**src/rtl/pattern_tx.sv**
```systemverilog
// Parallel-in, serial-out pattern transmitter.
// A pattern and length are captured by a load handshake in IDLE and then
// emitted MSB-first, one bit per clock, with a valid qualifier. Supports
// one-shot and continuous-loop modes plus a synchronous abort. Every output
// is registered, so no input reaches an output combinationally.
module pattern_tx #(
  parameter int WIDTH = 8,
  parameter int LEN_W = 4
) (
  input  logic             clk,
  input  logic             rst,
  input  logic             load,
  input  logic [WIDTH-1:0] pattern,
  input  logic [LEN_W-1:0] len,
  input  logic             loop,
  input  logic             abort,
  output logic             w_out,
  output logic             w_valid,
  output logic             busy,
  output logic             done,
  output logic             err
);

  // The held pattern is zero-padded to 2^LEN_W bits so that any LEN_W-bit
  // counter value is a legal index without a width mismatch.
  localparam int PadW = 1 << LEN_W;
  localparam logic [LEN_W-1:0] MaxLen = LEN_W'(WIDTH);
  localparam logic [LEN_W-1:0] One    = LEN_W'(1);

  typedef enum logic [1:0] {
    IDLE  = 2'd0,
    SHIFT = 2'd1,
    FIN   = 2'd2
  } state_t;

  state_t            state_q, state_d;
  logic [PadW-1:0]   pat_q, pat_d;
  logic [LEN_W-1:0]  len_q, len_d;
  logic [LEN_W-1:0]  cnt_q, cnt_d;
  logic              loop_q, loop_d;
  logic              w_out_q, w_out_d;
  logic              w_valid_q, w_valid_d;
  logic              busy_q, busy_d;
  logic              done_q, done_d;
  logic              err_q, err_d;

  logic [PadW-1:0]   pattern_ext;
  logic              len_ok;

  assign pattern_ext = {{(PadW-WIDTH){1'b0}}, pattern};
  assign len_ok      = (len != '0) && (len <= MaxLen);

  // Next-state and next-output decode; outputs default to the idle values.
  always_comb begin
    state_d   = state_q;
    pat_d     = pat_q;
    len_d     = len_q;
    cnt_d     = cnt_q;
    loop_d    = loop_q;
    w_out_d   = 1'b0;
    w_valid_d = 1'b0;
    busy_d    = 1'b0;
    done_d    = 1'b0;
    err_d     = 1'b0;

    case (state_q)
      IDLE: begin
        if (load && !abort) begin
          if (len_ok) begin
            pat_d     = pattern_ext;
            len_d     = len;
            loop_d    = loop;
            cnt_d     = len - One;
            w_out_d   = pattern_ext[len - One];
            w_valid_d = 1'b1;
            busy_d    = 1'b1;
            state_d   = SHIFT;
          end else begin
            err_d = 1'b1;
          end
        end
      end

      SHIFT: begin
        if (abort) begin
          state_d = IDLE;
        end else if (cnt_q == '0) begin
          if (loop_q) begin
            cnt_d     = len_q - One;
            w_out_d   = pat_q[len_q - One];
            w_valid_d = 1'b1;
            busy_d    = 1'b1;
          end else begin
            busy_d  = 1'b1;
            done_d  = 1'b1;
            state_d = FIN;
          end
        end else begin
          cnt_d     = cnt_q - One;
          w_out_d   = pat_q[cnt_q - One];
          w_valid_d = 1'b1;
          busy_d    = 1'b1;
        end
      end

      FIN: begin
        state_d = IDLE;
      end

      default: begin
        state_d = IDLE;
      end
    endcase
  end

  // State, pattern store and registered outputs, cleared asynchronously.
  always_ff @(posedge clk or negedge rst) begin
    if (!rst) begin
      state_q   <= IDLE;
      pat_q     <= '0;
      len_q     <= '0;
      cnt_q     <= '0;
      loop_q    <= 1'b0;
      w_out_q   <= 1'b0;
      w_valid_q <= 1'b0;
      busy_q    <= 1'b0;
      done_q    <= 1'b0;
      err_q     <= 1'b0;
    end else begin
      state_q   <= state_d;
      pat_q     <= pat_d;
      len_q     <= len_d;
      cnt_q     <= cnt_d;
      loop_q    <= loop_d;
      w_out_q   <= w_out_d;
      w_valid_q <= w_valid_d;
      busy_q    <= busy_d;
      done_q    <= done_d;
      err_q     <= err_d;
    end
  end

  assign w_out   = w_out_q;
  assign w_valid = w_valid_q;
  assign busy    = busy_q;
  assign done    = done_q;
  assign err     = err_q;

endmodule

```
**config.mk**
```make
export PLATFORM = sky130hd
export DESIGN_NAME = pattern_tx
export DESIGN_NICKNAME = d
export VERILOG_FILES = /design/src/rtl/pattern_tx.sv
export SDC_FILE = /design/constraint.sdc
export NUM_CORES = 1
export LEC_CHECK = 0
export ABC_AREA = 1
export CAP_MARGIN = 20
export CORE_UTILIZATION = 48
export DETAILED_ROUTE_END_ITERATION = 7
export PLACE_DENSITY = 0.75
export SLEW_MARGIN = 20
export SYNTH_ARGS = -nofsm -noshare
export SYNTH_HDL_FRONTEND = slang
export SYNTH_SLANG_ARGS = --single-unit
export TNS_END_PERCENT = 20
```
**constraint.sdc**
```tcl
create_clock -name clk -period 1.7 [get_ports clk]
set_input_delay 0.34 -clock clk [delete_from_list [all_inputs] [get_ports clk]]
set_output_delay 0.34 -clock clk [all_outputs]
set_load 0.02 [all_outputs]
```
==> impl_metrics.py, run 1 <==
metrics = {
    "yosys": {
        "synth.largest_area_cell": "dfrtp_1",
        "syn_avg_cell_area_um2": 7.363,
        "syn_inst": 208,
        "synth_edf_count": 0,
        "synth.area.top_cells": "dfrtp_1 (39%), nand2_1 (19%), nand3_1 (6.2%), inv_1 (4.9%), nand2_2 (4.5%)",
        "ys_ff_latch": 24,
        "synth.yosys.seq_area_share_pct": 39.22,
        "synth_cell_types": 25,
        "syn-num-nets": 228,
        "ys.flop_type": "dfrtp_1",
        "synth_top_area_share_pct": 39.22,
        "ys_warn_count": 0,
        "synth_area_um2": 1531,
        "synth_async_sr_flop_share_pct": 100.0,
    },
    "power_and_ir_drop": {
        "swShare_pct": 43.33,
        "leakage_nw": 0.9866,
        "clock_power_share_pct": 10.9,
        "p_switching_uw": 998.6,
        "combPwrFrac_pct": 52.1,
        "p_seq_share_pct": 37.0,
        "total_power_mw": 2.304,
        "p_per_area_nw_per_um2": 1197,
        "cell_internal_pwr_mw": 1.306,
        "peakVddDrop_mv": 0.4984,
    },
    "timing": {
        "clock_skew_ns": 0.006394,
        "relSlewSlack_pct": 78.51,
        "drv_slew": 0,
        "tightest_slew_ns": 0.3211,
        "max_freq_mhz": 620.2,
        "setup_viol": 0,
        "hold_slack_ns": 0.3672,
        "hold_viol_final": 0,
        "rsz0062_at_grt": "false",
        "min_period_ns": 1.612,
        "period_share_pct": 94.85,
    },
    "placed_design": {
        "hpwl_mm": 2.495,
        "portBuffers": 21,
        "finalWeightedCongestion": 0.8261,
        "placed_cells": 284,
        "placedInstanceArea_um2": 1878,
    },
    "worst_setup_path": {
        "worstPathRequired_ns": 1.96,
        "crit_type": "in -> reg",
        "crit_fanout": 6,
        "critPathLaunchType": "input pin",
        "arrival_ns": 1.87,
        "end_kind": "flop",
    },
    "global_routing": {
        "grt_overflow_total": 0,
        "track_usage_pct": 21.38,
        "antenna_found_initial": 0,
        "first_global_vias": 1217,
        "grt_max_degree": 25,
        "grt_pass1_wl_mm": 5.526,
    },
    "run_status": {
        "outcome": "finished, final reports clean",
    },
    "finish": {
        "layout-drive-gt1-share_pct": 19.34,
        "layout_common_cells": "nand2_1 (78), dfrtp_1 (24), clkdlybuf4s50_1 (21)",
        "n_antenna_cell": 0,
        "final_common_cell": "nand2_1",
        "num-nets-final": 265,
        "fin_cells": 287,
        "utilization_pct": 63.60,
        "area_delta_synth_final_pct": 25.74,
        "design_area_um2": 1926,
    },
    "route": {
        "dr.first_iter.drc_count": 71,
        "dr.pass1.iters": 4,
        "final_antenna_net_count": 0,
        "num_vias": 1378,
        "routed_wl_mm": 3.150,
        "via_per_inst": 4.801,
        "routedWlPerCell_um": 10.98,
        "drcViolationCount": 0,
    },
    "cts": {
        "path_clk_slew_ns": 0.13,
        "cts_made_buffers": 3,
        "postCtsHoldBufs": 0,
        "tritoncts": "built",
        "cts_max_path_buffers": 2,
        "cts.sinks": 24,
        "htree_num_levels": 1,
        "clk_latency_ns": 0.31,
        "cts-root-buf": "clkbuf_4",
    },
    "die": {
        "die_w_um": 58.49,
        "core_um2": 3028,
        "ios": 22,
        "dieArea_um2": 3421,
        "die_y_um": 58.49,
        "initial_utilization_pct": 50.58,
        "row_count": 20,
    },
    "worst_hold_path": {
        "hp-class": "in -> async",
    },
    "flow_run": {
        "maxCapViolCount": 0,
    },
}
-- cell usage after synthesis (2+ instances only) --
| cell | number |
|---|---|
| nand2_1 | 78 |
| dfrtp_1 | 24 |
| inv_1 | 20 |
| nand3_1 | 19 |
| nand2_2 | 11 |
| nor2_1 | 11 |
| inv_2 | 6 |
| a21oi_1 | 5 |
| o21ai_0 | 5 |
| nand3_2 | 4 |
| o21ai_1 | 4 |
| ha_1 | 3 |
| inv_4 | 2 |
| nand2_4 | 2 |
| nor2_8 | 2 |
| xnor2_1 | 2 |
| xor2_1 | 2 |
-- cell type report --
| class | instances | area (µm²) |
|---|---|---|
| clock buffer | 3 | 22.52 |
| fill | 273 | 1102 |
| sequential | 24 | 600.6 |
| tap | 44 | 55.05 |
| inverter | 28 | 110.1 |
| multi-input combinational | 153 | 797.0 |
| timing repair buffer | 35 | 340.3 |
-- state kept, by name, indices dropped and copies added (netlist names) --
signal	flops
pat_q	8
cnt_q	4
len_q	4
state_q	2
busy	1
done	1
err	1
loop_q	1
w_out	1
w_valid	1
-- timing repair --
| item | CTS | global route |
|---|---|---|
| endpoints found under the setup margin | 0 | 9 |
| endpoints found under the hold margin | 0 | 0 |
| buffers inserted | 0 | 0 |
| resized for setup | 0 | 5 |
-- kinds of logic (layout without fill, tap and decap cells) --
logic type / after synthesis / count (layout) / share of synthesized area, %
simple gates: 129 / 129 / 40.36
compound gates: 17 / 17 / 6.127
fa+ha+maj: 3 / 3 / 2.451
xor+xnor: 4 / 4 / 2.288
buf+inv: 31 / 66 / 9.558
flops: 24 / 24 / 39.22
-- final timing paths --
path	cells after the start	startpoint	slack, ns	endpoint
worst max-delay path	11	len[1]	0.09	cnt_q[3]$_DFFE_PN0P_
worst min-delay path	2	rst	0.37	w_valid$_DFF_PN0_
worst max register to register	11	cnt_q[1]$_DFFE_PN0P_	0.18	cnt_q[1]$_DFFE_PN0P_
worst min register to register	2	pat_q[2]$_DFFE_PN0N_	0.52	pat_q[2]$_DFFE_PN0N_
max in group asynchronous	2	rst	1.10	len_q[3]$_DFFE_PN0N_
min in group clk	2	pat_q[2]$_DFFE_PN0N_	0.52	pat_q[2]$_DFFE_PN0N_
-- per-stage QoR --
stage          setup TNS [ns]  setup WS [ns]
3_3_place_gp           -4.026        -0.2501
6_report                    0        0.08758
3_5_place_dp           -4.578        -0.2794
5_1_grt                     0       0.007068
2_1_floorplan               0        0.07279
4_1_cts                     0        0.05581
-- layer usage --
layer | global-route usage (%) | vias up | part of all wire (%)
met1 | 32.02 | 615 | 50
li1 | - | 719 | -
met3 | 2.637 | 6 | 3.7
met4 | 7.823 | 0 | 1.6
met5 | 0 | - | 0
met2 | 31.69 | 38 | 45
-- power groups by stage --
stage | registers (mW) | clock network, mW | logic (mW)
floorplan | 0.859 | 0 | 0.830
global placement | 0.860 | 0 | 1.17
detailed placement | 0.866 | 0 | 1.19
CTS | 0.853 | 0.261 | 1.19
global route | 0.875 | 0.288 | 1.38
finish | 0.853 | 0.252 | 1.20
-- critical path, stage by stage --
cell and delay (ns):
clkdlybuf4s50_1 0.47, inv_1 0.07, ha_4 0.17, nand3_2 0.08, nand3_2 0.10, nor2_4 0.24, buf_12 0.15, nor2_8 0.04
nor2_1 0.10, nand2_1 0.06, nand2_1 0.05
(Power assumes the default switching activity.)
==> run 2, diff against run 1 <==
Settings changed: SLEW_MARGIN 20 to default.
==> results of run 2 <==
The final DEF is identical to that of run 1; final timing and power are the same.
